File: config.mk
export PLATFORM = sky130hd
export DESIGN_NAME = axi_write_initiator_flat
export DESIGN_NICKNAME = d
export VERILOG_FILES = /design/src/rtl/axi_pkg.sv /design/src/rtl/axi_write_initiator_if.sv /design/src/rtl/sync_fifo.sv /design/src/rtl/axi_write_initiator.sv /design/src/flat_wrapper.sv
export SDC_FILE = /design/constraint.sdc
export NUM_CORES = 1
export LEC_CHECK = 0
export ABC_AREA = 1
export CAP_MARGIN = 25
export CELL_PAD_IN_SITES_DETAIL_PLACEMENT = 0
export CELL_PAD_IN_SITES_GLOBAL_PLACEMENT = 1
export CORE_MARGIN = 5
export CORE_UTILIZATION = 51
export DETAILED_ROUTE_END_ITERATION = 8
export PLACE_DENSITY_LB_ADDON = 0.1
export SLEW_MARGIN = 0
export SYNTH_ARGS = -nofsm -noshare
export SYNTH_HDL_FRONTEND = slang
export SYNTH_SLANG_ARGS = --single-unit
export TNS_END_PERCENT = 30
File: constraint.sdc
create_clock -name ACLK -period 7.19 [get_ports ACLK]
set_clock_uncertainty 0.05 [all_clocks]
set_input_delay 1.7975 -clock ACLK [delete_from_list [all_inputs] [get_ports ACLK]]
set_output_delay 1.7975 -clock ACLK [all_outputs]
set_load 0.02 [all_outputs]
File: src/rtl/axi_pkg.sv
// Shared types and AXI encodings for the single-burst AXI write initiator.
package axi_pkg;

    localparam int unsigned ADDR_W = 32;
    localparam int unsigned DATA_W = 32;
    localparam int unsigned LEN_W  = 4;
    localparam int unsigned ID_W   = 8;
    localparam int unsigned CNT_W  = 5;

    localparam logic [2:0] AXI_SIZE_4B    = 3'b010;
    localparam logic [1:0] AXI_BURST_INCR = 2'b01;
    localparam logic [1:0] AXI_RESP_OKAY  = 2'b00;
    localparam logic [3:0] AXI_STRB_ALL   = 4'hF;

    typedef enum logic [1:0] {
        IDLE = 2'd0,
        ADDR = 2'd1,
        DATA = 2'd2,
        RESP = 2'd3
    } axi_state_e;

    typedef struct packed {
        logic [ADDR_W-1:0] addr;
        logic [LEN_W-1:0]  len;
        logic [ID_W-1:0]   id;
    } wr_req_t;

endpackage

File: src/rtl/axi_write_initiator_if.sv
// AXI write channels (AW, W, B) between the initiator and a write target.
interface axi_write_initiator_if;

    logic [axi_pkg::ID_W-1:0]   AWID;
    logic [axi_pkg::ADDR_W-1:0] AWADDR;
    logic [axi_pkg::LEN_W-1:0]  AWLEN;
    logic [2:0]                 AWSIZE;
    logic [1:0]                 AWBURST;
    logic                       AWVALID;
    logic                       AWREADY;

    logic [axi_pkg::DATA_W-1:0] WDATA;
    logic [3:0]                 WSTRB;
    logic                       WLAST;
    logic                       WVALID;
    logic                       WREADY;

    logic [axi_pkg::ID_W-1:0]   BID;
    logic [1:0]                 BRESP;
    logic                       BVALID;
    logic                       BREADY;

    modport master (
        output AWID, AWADDR, AWLEN, AWSIZE, AWBURST, AWVALID,
        input  AWREADY,
        output WDATA, WSTRB, WLAST, WVALID,
        input  WREADY,
        input  BID, BRESP, BVALID,
        output BREADY
    );

    modport slave (
        input  AWID, AWADDR, AWLEN, AWSIZE, AWBURST, AWVALID,
        output AWREADY,
        input  WDATA, WSTRB, WLAST, WVALID,
        output WREADY,
        output BID, BRESP, BVALID,
        input  BREADY
    );

endinterface

File: src/rtl/sync_fifo.sv
// Single-clock FIFO with a 5-bit occupancy count; full/empty decode from the count register.
module sync_fifo #(
    parameter int unsigned WIDTH = 32,
    parameter int unsigned DEPTH = 16
) (
    input  logic             clk_i,
    input  logic             rst_i,
    input  logic             push_i,
    input  logic [WIDTH-1:0] wdata_i,
    input  logic             pop_i,
    output logic             full_o,
    output logic             empty_o,
    output logic [WIDTH-1:0] rdata_o
);

    localparam int unsigned PTR_W = (DEPTH > 1) ? $clog2(DEPTH) : 1;
    localparam int unsigned CNT_W = 5;

    logic [WIDTH-1:0] mem_q [DEPTH];
    logic [PTR_W-1:0] wr_ptr_q;
    logic [PTR_W-1:0] rd_ptr_q;
    logic [CNT_W-1:0] count_q;
    logic             push_en;
    logic             pop_en;

    assign full_o  = (count_q == CNT_W'(DEPTH));
    assign empty_o = (count_q == '0);
    assign push_en = push_i && !full_o;
    assign pop_en  = pop_i && !empty_o;
    assign rdata_o = mem_q[rd_ptr_q];

    // Pointers wrap naturally because DEPTH is a power of two.
    always_ff @(posedge clk_i) begin
        if (rst_i) begin
            wr_ptr_q <= '0;
            rd_ptr_q <= '0;
            count_q  <= '0;
        end else begin
            if (push_en) begin
                wr_ptr_q <= wr_ptr_q + PTR_W'(1);
            end
            if (pop_en) begin
                rd_ptr_q <= rd_ptr_q + PTR_W'(1);
            end
            case ({push_en, pop_en})
                2'b10:   count_q <= count_q + CNT_W'(1);
                2'b01:   count_q <= count_q - CNT_W'(1);
                default: count_q <= count_q;
            endcase
        end
    end

    always_ff @(posedge clk_i) begin
        if (push_en) begin
            mem_q[wr_ptr_q] <= wdata_i;
        end
    end

endmodule

File: src/rtl/axi_write_initiator.sv
// Issues one INCR AXI write burst per request, streaming beats from a local data FIFO.
module axi_write_initiator
    import axi_pkg::*;
#(
    parameter int unsigned FIFO_DEPTH = 16
) (
    input  logic                  ACLK,
    input  logic                  ARESET,

    input  logic                  req_valid,
    output logic                  req_ready,
    input  logic [ADDR_W-1:0]     req_addr,
    input  logic [LEN_W-1:0]      req_len,
    input  logic [ID_W-1:0]       req_id,

    input  logic                  din_valid,
    output logic                  din_ready,
    input  logic [DATA_W-1:0]     din_data,

    axi_write_initiator_if.master axi,

    output logic                  done,
    output logic [1:0]            done_resp,
    output logic                  err
);

    axi_state_e        state_q;
    axi_state_e        state_d;
    wr_req_t           req_q;
    logic [LEN_W-1:0]  beat_q;
    logic              done_q;
    logic [1:0]        done_resp_q;
    logic              err_q;

    logic              fifo_full;
    logic              fifo_empty;
    logic [DATA_W-1:0] fifo_head;
    logic              w_hs;
    logic              last_beat;

    assign w_hs      = (state_q == DATA) && !fifo_empty && axi.WREADY;
    assign last_beat = (beat_q == req_q.len);
    assign din_ready = !fifo_full;
    assign done      = done_q;
    assign done_resp = done_resp_q;
    assign err       = err_q;

    sync_fifo #(
        .WIDTH (DATA_W),
        .DEPTH (FIFO_DEPTH)
    ) u_fifo (
        .clk_i   (ACLK),
        .rst_i   (ARESET),
        .push_i  (din_valid),
        .wdata_i (din_data),
        .pop_i   (w_hs),
        .full_o  (fifo_full),
        .empty_o (fifo_empty),
        .rdata_o (fifo_head)
    );

    // Next-state and channel outputs; payloads are zero outside their owning state.
    always_comb begin
        state_d     = state_q;
        req_ready   = 1'b0;
        axi.AWVALID = 1'b0;
        axi.AWID    = '0;
        axi.AWADDR  = '0;
        axi.AWLEN   = '0;
        axi.AWSIZE  = '0;
        axi.AWBURST = '0;
        axi.WVALID  = 1'b0;
        axi.WDATA   = '0;
        axi.WSTRB   = '0;
        axi.WLAST   = 1'b0;
        axi.BREADY  = 1'b0;
        case (state_q)
            IDLE: begin
                req_ready = 1'b1;
                if (req_valid) begin
                    state_d = ADDR;
                end
            end
            ADDR: begin
                axi.AWVALID = 1'b1;
                axi.AWID    = req_q.id;
                axi.AWADDR  = req_q.addr & ~ADDR_W'(3);
                axi.AWLEN   = req_q.len;
                axi.AWSIZE  = AXI_SIZE_4B;
                axi.AWBURST = AXI_BURST_INCR;
                if (axi.AWREADY) begin
                    state_d = DATA;
                end
            end
            DATA: begin
                axi.WVALID = !fifo_empty;
                axi.WDATA  = fifo_empty ? '0 : fifo_head;
                axi.WSTRB  = AXI_STRB_ALL;
                axi.WLAST  = !fifo_empty && last_beat;
                if (w_hs && last_beat) begin
                    state_d = RESP;
                end
            end
            RESP: begin
                axi.BREADY = 1'b1;
                if (axi.BVALID) begin
                    state_d = IDLE;
                end
            end
            default: state_d = IDLE;
        endcase
    end

    always_ff @(posedge ACLK) begin
        if (ARESET) begin
            state_q     <= IDLE;
            req_q       <= '0;
            beat_q      <= '0;
            done_q      <= 1'b0;
            done_resp_q <= '0;
            err_q       <= 1'b0;
        end else begin
            state_q <= state_d;
            done_q  <= 1'b0;
            if (state_q == IDLE && req_valid) begin
                req_q <= '{addr: req_addr, len: req_len, id: req_id};
            end
            if (state_q == ADDR && axi.AWREADY) begin
                beat_q <= '0;
            end else if (w_hs) begin
                beat_q <= beat_q + LEN_W'(1);
            end
            // Completion status; err is sticky until reset.
            if (state_q == RESP && axi.BVALID) begin
                done_q      <= 1'b1;
                done_resp_q <= axi.BRESP;
                if (axi.BRESP != AXI_RESP_OKAY || axi.BID != req_q.id) begin
                    err_q <= 1'b1;
                end
            end
        end
    end

endmodule

File: src/flat_wrapper.sv
// flat-port wrapper written by rule: the top's interface ports become plain ports
module axi_write_initiator_flat import axi_pkg::*;
#(
    parameter int unsigned FIFO_DEPTH = 16
)
  (ACLK, ARESET, req_valid, req_ready, req_addr, req_len, req_id, din_valid, din_ready, din_data, done, done_resp, err, axi_AWID, axi_AWADDR, axi_AWLEN, axi_AWSIZE, axi_AWBURST, axi_AWVALID, axi_AWREADY, axi_WDATA, axi_WSTRB, axi_WLAST, axi_WVALID, axi_WREADY, axi_BID, axi_BRESP, axi_BVALID, axi_BREADY);
  axi_write_initiator_if axi_i ();
  input  logic ACLK;
  input  logic ARESET;
  input  logic req_valid;
  output logic req_ready;
  input  logic [ADDR_W-1:0] req_addr;
  input  logic [LEN_W-1:0] req_len;
  input  logic [ID_W-1:0] req_id;
  input  logic din_valid;
  output logic din_ready;
  input  logic [DATA_W-1:0] din_data;
  output logic done;
  output logic [1:0] done_resp;
  output logic err;
  output wire logic [$bits(axi_i.AWID)-1:0] axi_AWID;
  output wire logic [$bits(axi_i.AWADDR)-1:0] axi_AWADDR;
  output wire logic [$bits(axi_i.AWLEN)-1:0] axi_AWLEN;
  output wire logic [$bits(axi_i.AWSIZE)-1:0] axi_AWSIZE;
  output wire logic [$bits(axi_i.AWBURST)-1:0] axi_AWBURST;
  output wire logic [$bits(axi_i.AWVALID)-1:0] axi_AWVALID;
  input wire logic [$bits(axi_i.AWREADY)-1:0] axi_AWREADY;
  output wire logic [$bits(axi_i.WDATA)-1:0] axi_WDATA;
  output wire logic [$bits(axi_i.WSTRB)-1:0] axi_WSTRB;
  output wire logic [$bits(axi_i.WLAST)-1:0] axi_WLAST;
  output wire logic [$bits(axi_i.WVALID)-1:0] axi_WVALID;
  input wire logic [$bits(axi_i.WREADY)-1:0] axi_WREADY;
  input wire logic [$bits(axi_i.BID)-1:0] axi_BID;
  input wire logic [$bits(axi_i.BRESP)-1:0] axi_BRESP;
  input wire logic [$bits(axi_i.BVALID)-1:0] axi_BVALID;
  output wire logic [$bits(axi_i.BREADY)-1:0] axi_BREADY;
  assign axi_AWID = axi_i.AWID;
  assign axi_AWADDR = axi_i.AWADDR;
  assign axi_AWLEN = axi_i.AWLEN;
  assign axi_AWSIZE = axi_i.AWSIZE;
  assign axi_AWBURST = axi_i.AWBURST;
  assign axi_AWVALID = axi_i.AWVALID;
  assign axi_i.AWREADY = axi_AWREADY;
  assign axi_WDATA = axi_i.WDATA;
  assign axi_WSTRB = axi_i.WSTRB;
  assign axi_WLAST = axi_i.WLAST;
  assign axi_WVALID = axi_i.WVALID;
  assign axi_i.WREADY = axi_WREADY;
  assign axi_i.BID = axi_BID;
  assign axi_i.BRESP = axi_BRESP;
  assign axi_i.BVALID = axi_BVALID;
  assign axi_BREADY = axi_i.BREADY;
  axi_write_initiator #(.FIFO_DEPTH(FIFO_DEPTH)) u_core (.ACLK(ACLK), .ARESET(ARESET), .req_valid(req_valid), .req_ready(req_ready), .req_addr(req_addr), .req_len(req_len), .req_id(req_id), .din_valid(din_valid), .din_ready(din_ready), .din_data(din_data), .axi(axi_i), .done(done), .done_resp(done_resp), .err(err));
endmodule
==> results.toml <==
[status]
status = "finished clean"

[sta]
hold_viol_final = 0
tns_ns = 0
post-route-period-util = 0.780
fmax_mhz = 178
setup_violations = 0
relSlewSlack = 0.399
tightest_slew_ns = 0.901
finalHoldWorstSlack_ns = 0.415
drv_slew = 0
rsz0062_at_grt = "no"
fin_crit_ns = 5.61

[clock_tree]
cts.clk_slew.worst_paths_ns = 0.06
post-cts-setup-buffers = 0
cts_buffer_depth = 3
ctsHoldBuffers = 0
clk-insertion-delay-late_ns = 0.59
htree_levels = 2
root_buffer = "clkbuf_16"
cts_tree = "built"
cts-buffers-inserted = 58
cts.sinks = 581
ctsResizeCount = 0

[drt]
firstDrtPassIters = 5
drtIter0Drc = 902
drc_errors = 0
totalWireLength_mm = 54.8
vias_per_cell = 5.41
ant_nets = 0
wl_per_cell_um = 20.2
vias = 14695

[critical_path]
crit_chain = "inv_1 -> ha_1 -> nand2_2 -> inv_1 -> buf_4 -> nand2_1 -> a21oi_1 -> clkdlybuf4s50_1"
cp-end-kind = "output pin"
cp_num_buf_inv = 4
crit_required_ns = 5.34
cpLargestDelayFamily = "buffers and inverters"
cp.arrival_ns = 3.76
crit_fanout = 19
worstSetupPathType = "reg2out"
cp_slowest_cell = "clkdlybuf4s50_1"
crit_top_cell = "inv_1"
start_kind = "register"
cpPeakStageDelay_ns = 0.71

[grt]
busiest_layer = "met2"
grt_overflow = 0
grt_pass1_vias = 14331
antenna_found_initial = 2
grt_max_degree = 106
grt_usage = 0.211
met2_usage = 0.351
grtUsageMet3 = 0.0463
grt_pass1_wl_mm = 83.5
grt_util_met1 = 0.282

[power_and_ir_drop]
vdd_ir_drop_max_v = 0.000205
leakage_nw = 9.72
power.density_nw_per_um2 = 287

[logic_synthesis]
async_flop_share = 0
syn_area_sq_um = 24000
yosysSeqAreaShare = 0.699
post_synth.cell_area_avg_sq_um = 12.6
synth_edf_count = 512
yosys_warnings = 0
syn_inst = 1910
ys.flop_type = "edfxtp_1"
synth.distinct_cells = 41
synth_seq_cells = 581

[die]
io_pins = 188
core_sq_um = 46600
die_x_um = 227
initial_core_util = 0.515
die_y_um = 227
die-area_sq_um = 51500
rows = 79

[placed_design]
post-dp-hpwl_mm = 29.4
place.port_buffers = 180
gp_congestion = 0.769
placed_area_sq_um = 26200

[final_layout]
drive_above_1_share = 0.0650
fin_area_sq_um = 28000
syn_to_final_growth_pct = 16.5
fillers = 3752
finalNetCount = 2167

[flow_run]
cap_violations = 0

[min_path]
hold_class = "reg2reg"
power breakdown:
| group | total (W) | switching, W | internal [W] |
|---|---|---|---|
| Sequential | 0.00388 | 0.0000802 | 0.00380 |
| Combinational | 0.00140 | 0.000852 | 0.000547 |
| Clock | 0.00276 | 0.00121 | 0.00155 |
| Total | 0.00803 | 0.00214 | 0.00590 |
worst register-to-register path, stage by stage (launching register included):
cell	delay (ns)
dfxtp_1	0.43
nor2_2	0.06
nand3_1	0.10
nand2_1	0.19
inv_2	0.17
nand2_1	0.28
nor2_4	0.66
buf_4	0.49
area by class of cell:
type / count / area, sq um / area share
clock buffer: 72 / 1510 / 0.0542
sequential: 581 / 16800 / 0.600
multi-input combinational: 1002 / 5800 / 0.207
inverter: 207 / 785 / 0.0281
tap: 607 / 759 / 0.0272
antenna: 2 / 5.00 / 0.000179
timing repair buffer: 212 / 2120 / 0.0758
clock inverter: 33 / 206 / 0.00739
final timing paths:
kind / startpoint / end / slack, ns / cells after the start
hold reg to reg: u_core.err / u_core.err / 0.42 / 2
setup reg to reg: u_core.u_fifo.count_q[2] / u_core.u_fifo.mem_q[15][10] / 4.39 / 7
hold / removal: u_core.err / u_core.err / 0.42 / 2
setup / recovery: u_core.state_q[0] / axi_WDATA[31] / 1.58 / 8
flip-flops by register name, summed over array words and instances, names as in the netlist, named ones only:
| signal | cells |
|---|---|
| u_core.state_q | 2 |
| u_core.done | 1 |
| u_core.done_resp | 2 |
| u_core.req_q | 42 |
| u_core.u_fifo.rd_ptr_q | 4 |
| u_core.beat_q | 4 |
| u_core.err | 1 |
| u_core.u_fifo.mem_q | 512 |
| u_core.u_fifo.count_q | 5 |
| u_core.u_fifo.wr_ptr_q | 4 |
per-layer routing:
layer	wire, um	vias up
li1	-	7103
met5	0	-
met3	3360	79
met1	23300	7152
met2	26900	361
met4	1280	0
cell usage after synthesis, types with 2 or more instances:
cell      count  area [sq um]
a21oi_1     182           911
and3_1        2          12.5
buf_1         4          15.0
buf_12        4          80.1
buf_2        20           100
buf_4        11          82.6
buf_6        19           214
buf_8         4          60.1
clkbuf_1     59           221
clkbuf_2      2          10.0
dfxtp_1      69          1380
edfxtp_1    512         15400
ha_1         12           150
inv_1       202           758
inv_2         4          15.0
mux2i_1     128          1280
nand2_1     146           548
nand3_1       6          30.0
nand4_1       2          12.5
nor2_1      113           424
nor2_2        2          12.5
nor3_1        3          15.0
o211ai_1     65           488
o21ai_0     240          1200
o21ai_1      71           355
or2_2         2          12.5
xnor2_1       6          52.6
xor2_1        7          61.3
cells in the final DEF (no fill, tap or decap), types with 5 or more instances in the layout:
cell type        netlist  final
a21oi_1              182    182
buf_4                 11     27
clkbuf_1              59     13
clkbuf_16              0     58
clkdlybuf4s50_1        0    180
clkinv_1               0     20
clkinv_2               0     10
conb_1                 1      5
dfxtp_1               69     65
edfxtp_1             512    512
ha_1                  12     12
inv_1                202    201
mux2i_1              128    128
nand2_1              146    146
nand3_1                6      6
nor2_1               113     97
nor2_4                 0     16
o211ai_1              65     65
o21ai_0              240    240
o21ai_1               71     71
xnor2_1                6      6
xor2_1                 7      7
per-stage QoR:
| stage | total power (W) | setup WS [ns] | instances | utilization |
|---|---|---|---|---|
| floorplan | 0.00492 | 3.20 | 1914 | - |
| global placement | 0.00533 | 2.15 | 2607 | 0.562 |
| detailed placement | 0.00536 | 2.11 | 2608 | 0.563 |
| CTS | 0.00813 | 1.42 | 2713 | 0.600 |
| global route | 0.00842 | 1.36 | 2715 | 0.600 |
| finish | 0.00803 | 1.58 | 2716 | 0.600 |
kinds of logic after synthesis:
family | after synthesis | share of synthesized area
buffers and inverters | 331 | 0.0655
adder cells (fa/ha/maj) | 12 | 0.00626
XOR/XNOR | 13 | 0.00475
AO/OA/AOI/OAI | 565 | 0.126
other | 1 | 0.000156
multiplexers | 128 | 0.0534
flip-flops | 581 | 0.699
AND/OR/NAND/NOR | 279 | 0.0459
Note: power is estimated with default switching activity, not from simulation.
